## src/rtl/pipeline_pkg.sv

```systemverilog
// Shared pipeline-register definitions: bundle widths and control-field layout
// reused by the IF/ID, ID/EX, EX/MEM and MEM/WB register instances.
package pipeline_pkg;

    localparam int CTRL_W    = 10;
    localparam int DATA_W    = 175;
    localparam int MAX_DEPTH = 4;

    // Control bundle bit offsets (LSB first)
    localparam int ALU_SRC_OFS     = 0;
    localparam int ALU_CONTROL_OFS = 1;
    localparam int BRANCH_OFS      = 4;
    localparam int JUMP_OFS        = 5;
    localparam int MEM_WRITE_OFS   = 6;
    localparam int RESULT_SRC_OFS  = 7;
    localparam int REG_WRITE_OFS   = 9;

    typedef struct packed {
        logic       reg_write;
        logic [1:0] result_src;
        logic       mem_write;
        logic       jump;
        logic       branch;
        logic [2:0] alu_control;
        logic       alu_src;
    } ctrl_t;

endpackage

```

## src/rtl/pipe_stage.sv

```systemverilog
// One pipeline register stage: valid/ctrl/data with stall hold and flush bubble.
module pipe_stage #(
    parameter int CTRL_W     = 10,
    parameter int DATA_W     = 175,
    parameter bit CLEAR_DATA = 1'b0
) (
    input  logic              clk,
    input  logic              reset,
    input  logic              stall,
    input  logic              flush,
    input  logic              src_valid,
    input  logic [CTRL_W-1:0] src_ctrl,
    input  logic [DATA_W-1:0] src_data,
    output logic              valid,
    output logic [CTRL_W-1:0] ctrl,
    output logic [DATA_W-1:0] data
);
    import pipeline_pkg::*;

    // Flush wins over stall; ctrl is gated by valid so bubbles never write.
    always_ff @(posedge clk) begin
        if (reset) begin
            valid <= 1'b0;
            ctrl  <= '0;
            data  <= '0;
        end else if (flush) begin
            valid <= 1'b0;
            ctrl  <= '0;
            if (CLEAR_DATA)
                data <= '0;
        end else if (!stall) begin
            valid <= src_valid;
            ctrl  <= src_valid ? src_ctrl : '0;
            data  <= src_data;
        end
    end

endmodule

```

## src/rtl/pipeline_register_chain.sv

```systemverilog
// DEPTH-stage pipeline register with per-stage flush, global stall and a
// saturating count of flush events.
module pipeline_register_chain #(
    parameter int CTRL_W     = pipeline_pkg::CTRL_W,
    parameter int DATA_W     = pipeline_pkg::DATA_W,
    parameter int DEPTH      = 1,
    parameter bit CLEAR_DATA = 1'b0,
    parameter int CNT_W      = 16
) (
    input  logic              clk,
    input  logic              reset,
    input  logic              stall,
    input  logic [DEPTH-1:0]  flush,
    input  logic              cnt_clr,
    input  logic              valid_in,
    input  logic [CTRL_W-1:0] ctrl_in,
    input  logic [DATA_W-1:0] data_in,
    output logic              valid_out,
    output logic [CTRL_W-1:0] ctrl_out,
    output logic [DATA_W-1:0] data_out,
    output logic [CNT_W-1:0]  bubble_count
);
    import pipeline_pkg::*;

    localparam logic [CNT_W-1:0] CNT_MAX = '1;
    localparam logic [CNT_W-1:0] CNT_ONE = {{(CNT_W-1){1'b0}}, 1'b1};

    // Index 0 is the chain input; index k+1 is the output of stage k.
    logic [DEPTH:0]             vld_pipe;
    logic [DEPTH:0][CTRL_W-1:0] ctrl_pipe;
    logic [DEPTH:0][DATA_W-1:0] data_pipe;

    assign vld_pipe[0]  = valid_in;
    assign ctrl_pipe[0] = ctrl_in;
    assign data_pipe[0] = data_in;

    for (genvar k = 0; k < DEPTH; k++) begin : g_stage
        pipe_stage #(
            .CTRL_W     (CTRL_W),
            .DATA_W     (DATA_W),
            .CLEAR_DATA (CLEAR_DATA)
        ) u_stage (
            .clk       (clk),
            .reset     (reset),
            .stall     (stall),
            .flush     (flush[k]),
            .src_valid (vld_pipe[k]),
            .src_ctrl  (ctrl_pipe[k]),
            .src_data  (data_pipe[k]),
            .valid     (vld_pipe[k+1]),
            .ctrl      (ctrl_pipe[k+1]),
            .data      (data_pipe[k+1])
        );
    end

    assign valid_out = vld_pipe[DEPTH];
    assign ctrl_out  = ctrl_pipe[DEPTH];
    assign data_out  = data_pipe[DEPTH];

    logic any_flush;
    assign any_flush = |flush;

    // Clear takes priority but a same-cycle flush still counts once.
    always_ff @(posedge clk) begin
        if (reset)
            bubble_count <= '0;
        else if (cnt_clr)
            bubble_count <= any_flush ? CNT_ONE : '0;
        else if (any_flush && bubble_count != CNT_MAX)
            bubble_count <= bubble_count + CNT_ONE;
    end

endmodule
```

## config.mk

```make
export PLATFORM = sky130hd
export DESIGN_NAME = pipeline_register_chain
export DESIGN_NICKNAME = d
export VERILOG_FILES = /design/src/rtl/pipeline_pkg.sv /design/src/rtl/pipe_stage.sv /design/src/rtl/pipeline_register_chain.sv
export SDC_FILE = /design/constraint.sdc
export NUM_CORES = 1
export LEC_CHECK = 0
export CELL_PAD_IN_SITES_DETAIL_PLACEMENT = 0
export CELL_PAD_IN_SITES_GLOBAL_PLACEMENT = 1
export CORE_ASPECT_RATIO = 1.1
export CORE_MARGIN = 2
export CORE_UTILIZATION = 26
export CTS_CLUSTER_DIAMETER = 100
export DETAILED_ROUTE_END_ITERATION = 7
export PLACE_DENSITY_LB_ADDON = 0.25
export SETUP_SLACK_MARGIN = 0.02
export SYNTH_ARGS = -nofsm -noshare
export SYNTH_HDL_FRONTEND = slang
export SYNTH_SLANG_ARGS = --single-unit
```

## constraint.sdc

```tcl
create_clock -name clk -period 2.09 [get_ports clk]
set_input_delay 0.418 -clock clk [delete_from_list [all_inputs] [get_ports clk]]
set_output_delay 0.418 -clock clk [all_outputs]
set_load 0.02 [all_outputs]
```

==> results.py <==
metrics = {
    "outcome": {
        "outcome": "finished, final reports clean",
    },
    "routing": {
        "dr.pass1.iters": 4,
        "via_per_inst": 4.44,
        "vias": 7431,
        "drtIter0Drc": 338,
        "wl_per_cell_um": 15.7,
        "totalWireLength_mm": 26.3,
        "post-route-drc-count": 0,
        "ant_nets": 0,
    },
    "critical_path": {
        "crit_fanout": 6,
        "regToRegEndpoint": "bubble_count[11]$_SDFFE_PP0P_",
        "worstSetupStartpointType": "flip-flop",
        "end_kind": "output port",
        "critical_path_class": "reg2out",
        "rr_worst_depth": 4,
        "cp_data_arrival_time_ps": 1610,
        "r2r_start": "bubble_count[2]$_SDFFE_PP0P_",
        "rrSetupSlack_ps": 200,
        "cp.required_ps": 1670,
    },
    "global_route": {
        "grt.overflow.total": 0,
        "antenna_found_initial": 0,
        "grt.total_usage_pct": 17.3,
        "busiest_layer": "met2",
        "grt.met2_usage_pct": 29.3,
        "use_met1_pct": 19.1,
        "grt_use_met3_pct": 8.16,
        "grt_max_degree": 100,
        "grt_pass1_vias": 7210,
        "grt_pass1_wl_mm": 39.9,
    },
    "logic_synthesis": {
        "ys_ff_latch": 202,
        "synth_cells": 904,
        "synth_top_area_share_pct": 56.7,
        "synth.avg_cell_area_sq_um": 7.90,
        "synth.distinct_cells": 32,
        "syn_nets": 1096,
        "synth_area_sq_um": 7140,
        "yosysWarnings": 0,
        "synth_area_leaders": "dfxtp_1 (57%), nand2_1 (19%), a21oi_1 (13%)",
        "seq_area_frac_synth_pct": 56.7,
        "synth_area_leader_cell": "dfxtp_1",
    },
    "timing": {
        "setup_slack_ps": 59.7,
        "fin_tns_setup_ps": 0,
        "post-route-min-period_ps": 2030,
        "slew_headroom_pct": 49.6,
        "rsz0062_at_grt": "no",
        "finalSetupViolations": 0,
        "finalHoldViolCount": 0,
        "fin_crit_sh_pct": 97.1,
        "holdWs_ps": 172,
        "worst_pin_slew_ps": 755,
        "slew_violations": 0,
        "timing.clock.skew_ps": 3.71,
        "fmax_ghz": 0.493,
    },
    "hold_path": {
        "holdPathEnd": "g_stage[0].u_stage.data[11]$_SDFFE_PP0P_",
        "min_from": "reset",
        "hold_class": "in2reg",
        "hold_path_depth": 2,
    },
    "power_and_ir_drop": {
        "ir_drop_mv": 0.599,
        "power_leakage_nw": 4.62,
        "cellPowerDensity_nw_per_um2": 793,
    },
    "floorplanning": {
        "core_sq_um": 27000,
        "io_pins": 393,
        "die-area_sq_um": 28800,
        "start_util_pct": 26.5,
        "num_rows": 63,
        "fp.dieW_um": 162,
        "die_h_um": 178,
    },
    "clocking": {
        "cts.sinks": 202,
        "path_clk_slew_ps": 60,
        "cts-hold-fix-buffers": 0,
        "htreeDepth": 1,
        "worstSkewPairLatency_ps": 520,
        "cts_tree": "built",
        "clock_path_buffers": 3,
        "cts_root_buf": "clkbuf_16",
        "cts_buffers": 24,
    },
    "final_layout": {
        "final_cells": 1673,
        "area.growth.synth_to_final_pct": 77.7,
        "final_common_cell": "clkdlybuf4s50_1",
        "nets": 1490,
        "layout-drive-gt1-share_pct": 6.62,
        "final_cell_mix": "clkdlybuf4s50_1 (383), nand2_1 (358), dfxtp_1 (202)",
    },
    "placed_design": {
        "preCtsSetupSlack_ps": -86.3,
        "place_hpwl_mm": 18.9,
        "gp_congestion": 0.777,
        "place_inst": 1629,
        "port_buffers": 392,
    },
    "run": {
        "drv_cap": 0,
    },
}
## cells by family after synthesis
logic type	Yosys count	synth area share, %
and+or+nand+nor	415	23.5
AOI/OAI and AO/OA	216	15.8
DFF	202	56.7
buffers and inverters	68	3.59
muxes	2	0.280
adders and majority gates	1	0.175
## worst max-delay path: stages (launching register included)
cell	delay, ps
dfxtp_1	330
buf_4	140
clkdlybuf4s50_1	620
## per-layer routing
metal / routed length (um) / vias up
li1: - / 3760
met1: 10100 / 3333
met2: 12300 / 292
met3: 3100 / 46
met4: 722 / 0
met5: 0 / -
## layout make-up
cell class / instances / area (sq um)
fill: 2672 / 14300
timing repair buffer: 432 / 4460
sequential: 202 / 4040
multi-input combinational: 634 / 2850
clock buffer: 35 / 723
tap: 357 / 447
clock inverter: 8 / 146
inverter: 4 / 15.0
antenna: 1 / 2.50
## report_power, final
part	internal (mW)	total (mW)	switching [mW]
clock	2.89	4.57	1.68
combinational	0.758	1.40	0.646
sequential	4.01	4.09	0.0780
total	7.66	10.1	2.41
## state kept, by name (all words and copies together) (netlist names)
| name | count |
|---|---|
| bubble_count | 16 |
| g_stage.u_stage.data | 175 |
| g_stage.u_stage.valid | 1 |
| g_stage.u_stage.ctrl | 10 |
## cells in the mapped netlist
library cell	n
clkbuf_1	57
a22oi_1	10
or3_1	5
nor3_1	4
o21a_1	1
a211oi_1	1
a41oi_1	1
ha_1	1
nor2_1	18
nor3b_1	1
nand2b_1	1
nand4_4	1
o31ai_1	3
mux2i_1	2
nor4_2	1
dfxtp_1	202
o21ai_0	10
or4_1	5
or4_4	1
nand2_1	358
nor4_1	4
nand4_1	6
buf_2	1
nor2b_1	1
a31oi_1	1
a21oi_1	188
inv_1	4
or2_2	3
o221ai_1	1
buf_1	6
and3_1	1
nand3_1	5
## how the worst max path moves through the flow
stage,start,end,slack [ps]
after CTS,bubble_count[1]$_SDFFE_PP0P_,bubble_count[1],30
after global placement,flush,bubble_count[11]$_SDFFE_PP0P_,-50
after floorplan,bubble_count[0]$_SDFFE_PP0P_,bubble_count[12]$_SDFFE_PP0P_,120
after detailed placement,flush,bubble_count[12]$_SDFFE_PP0P_,-90
final,bubble_count[1]$_SDFFE_PP0P_,bubble_count[1],60
after global routing,bubble_count[9]$_SDFFE_PP0P_,bubble_count[9],20
## timing repair
| item | 4_1_cts | 5_1_grt |
|---|---|---|
| resized for setup | 5 | 3 |
| endpoints found under the setup margin | 5 | 3 |
| buffers inserted | 0 | 0 |
| gates cloned | 0 | 0 |
## stage by stage
stage / utilization [%] / cell area [sq um] / total power, mW
2_1_floorplan: - / 7140 / 4.70
6_report: 47.1 / 12700 / 10.1
3_5_place_dp: 43.8 / 11800 / 5.60
5_1_grt: 47.0 / 12700 / 10.5
3_3_place_gp: 43.8 / 11800 / 5.59
4_1_cts: 47.0 / 12700 / 10.2
Power figures use the tool's default switching activity.
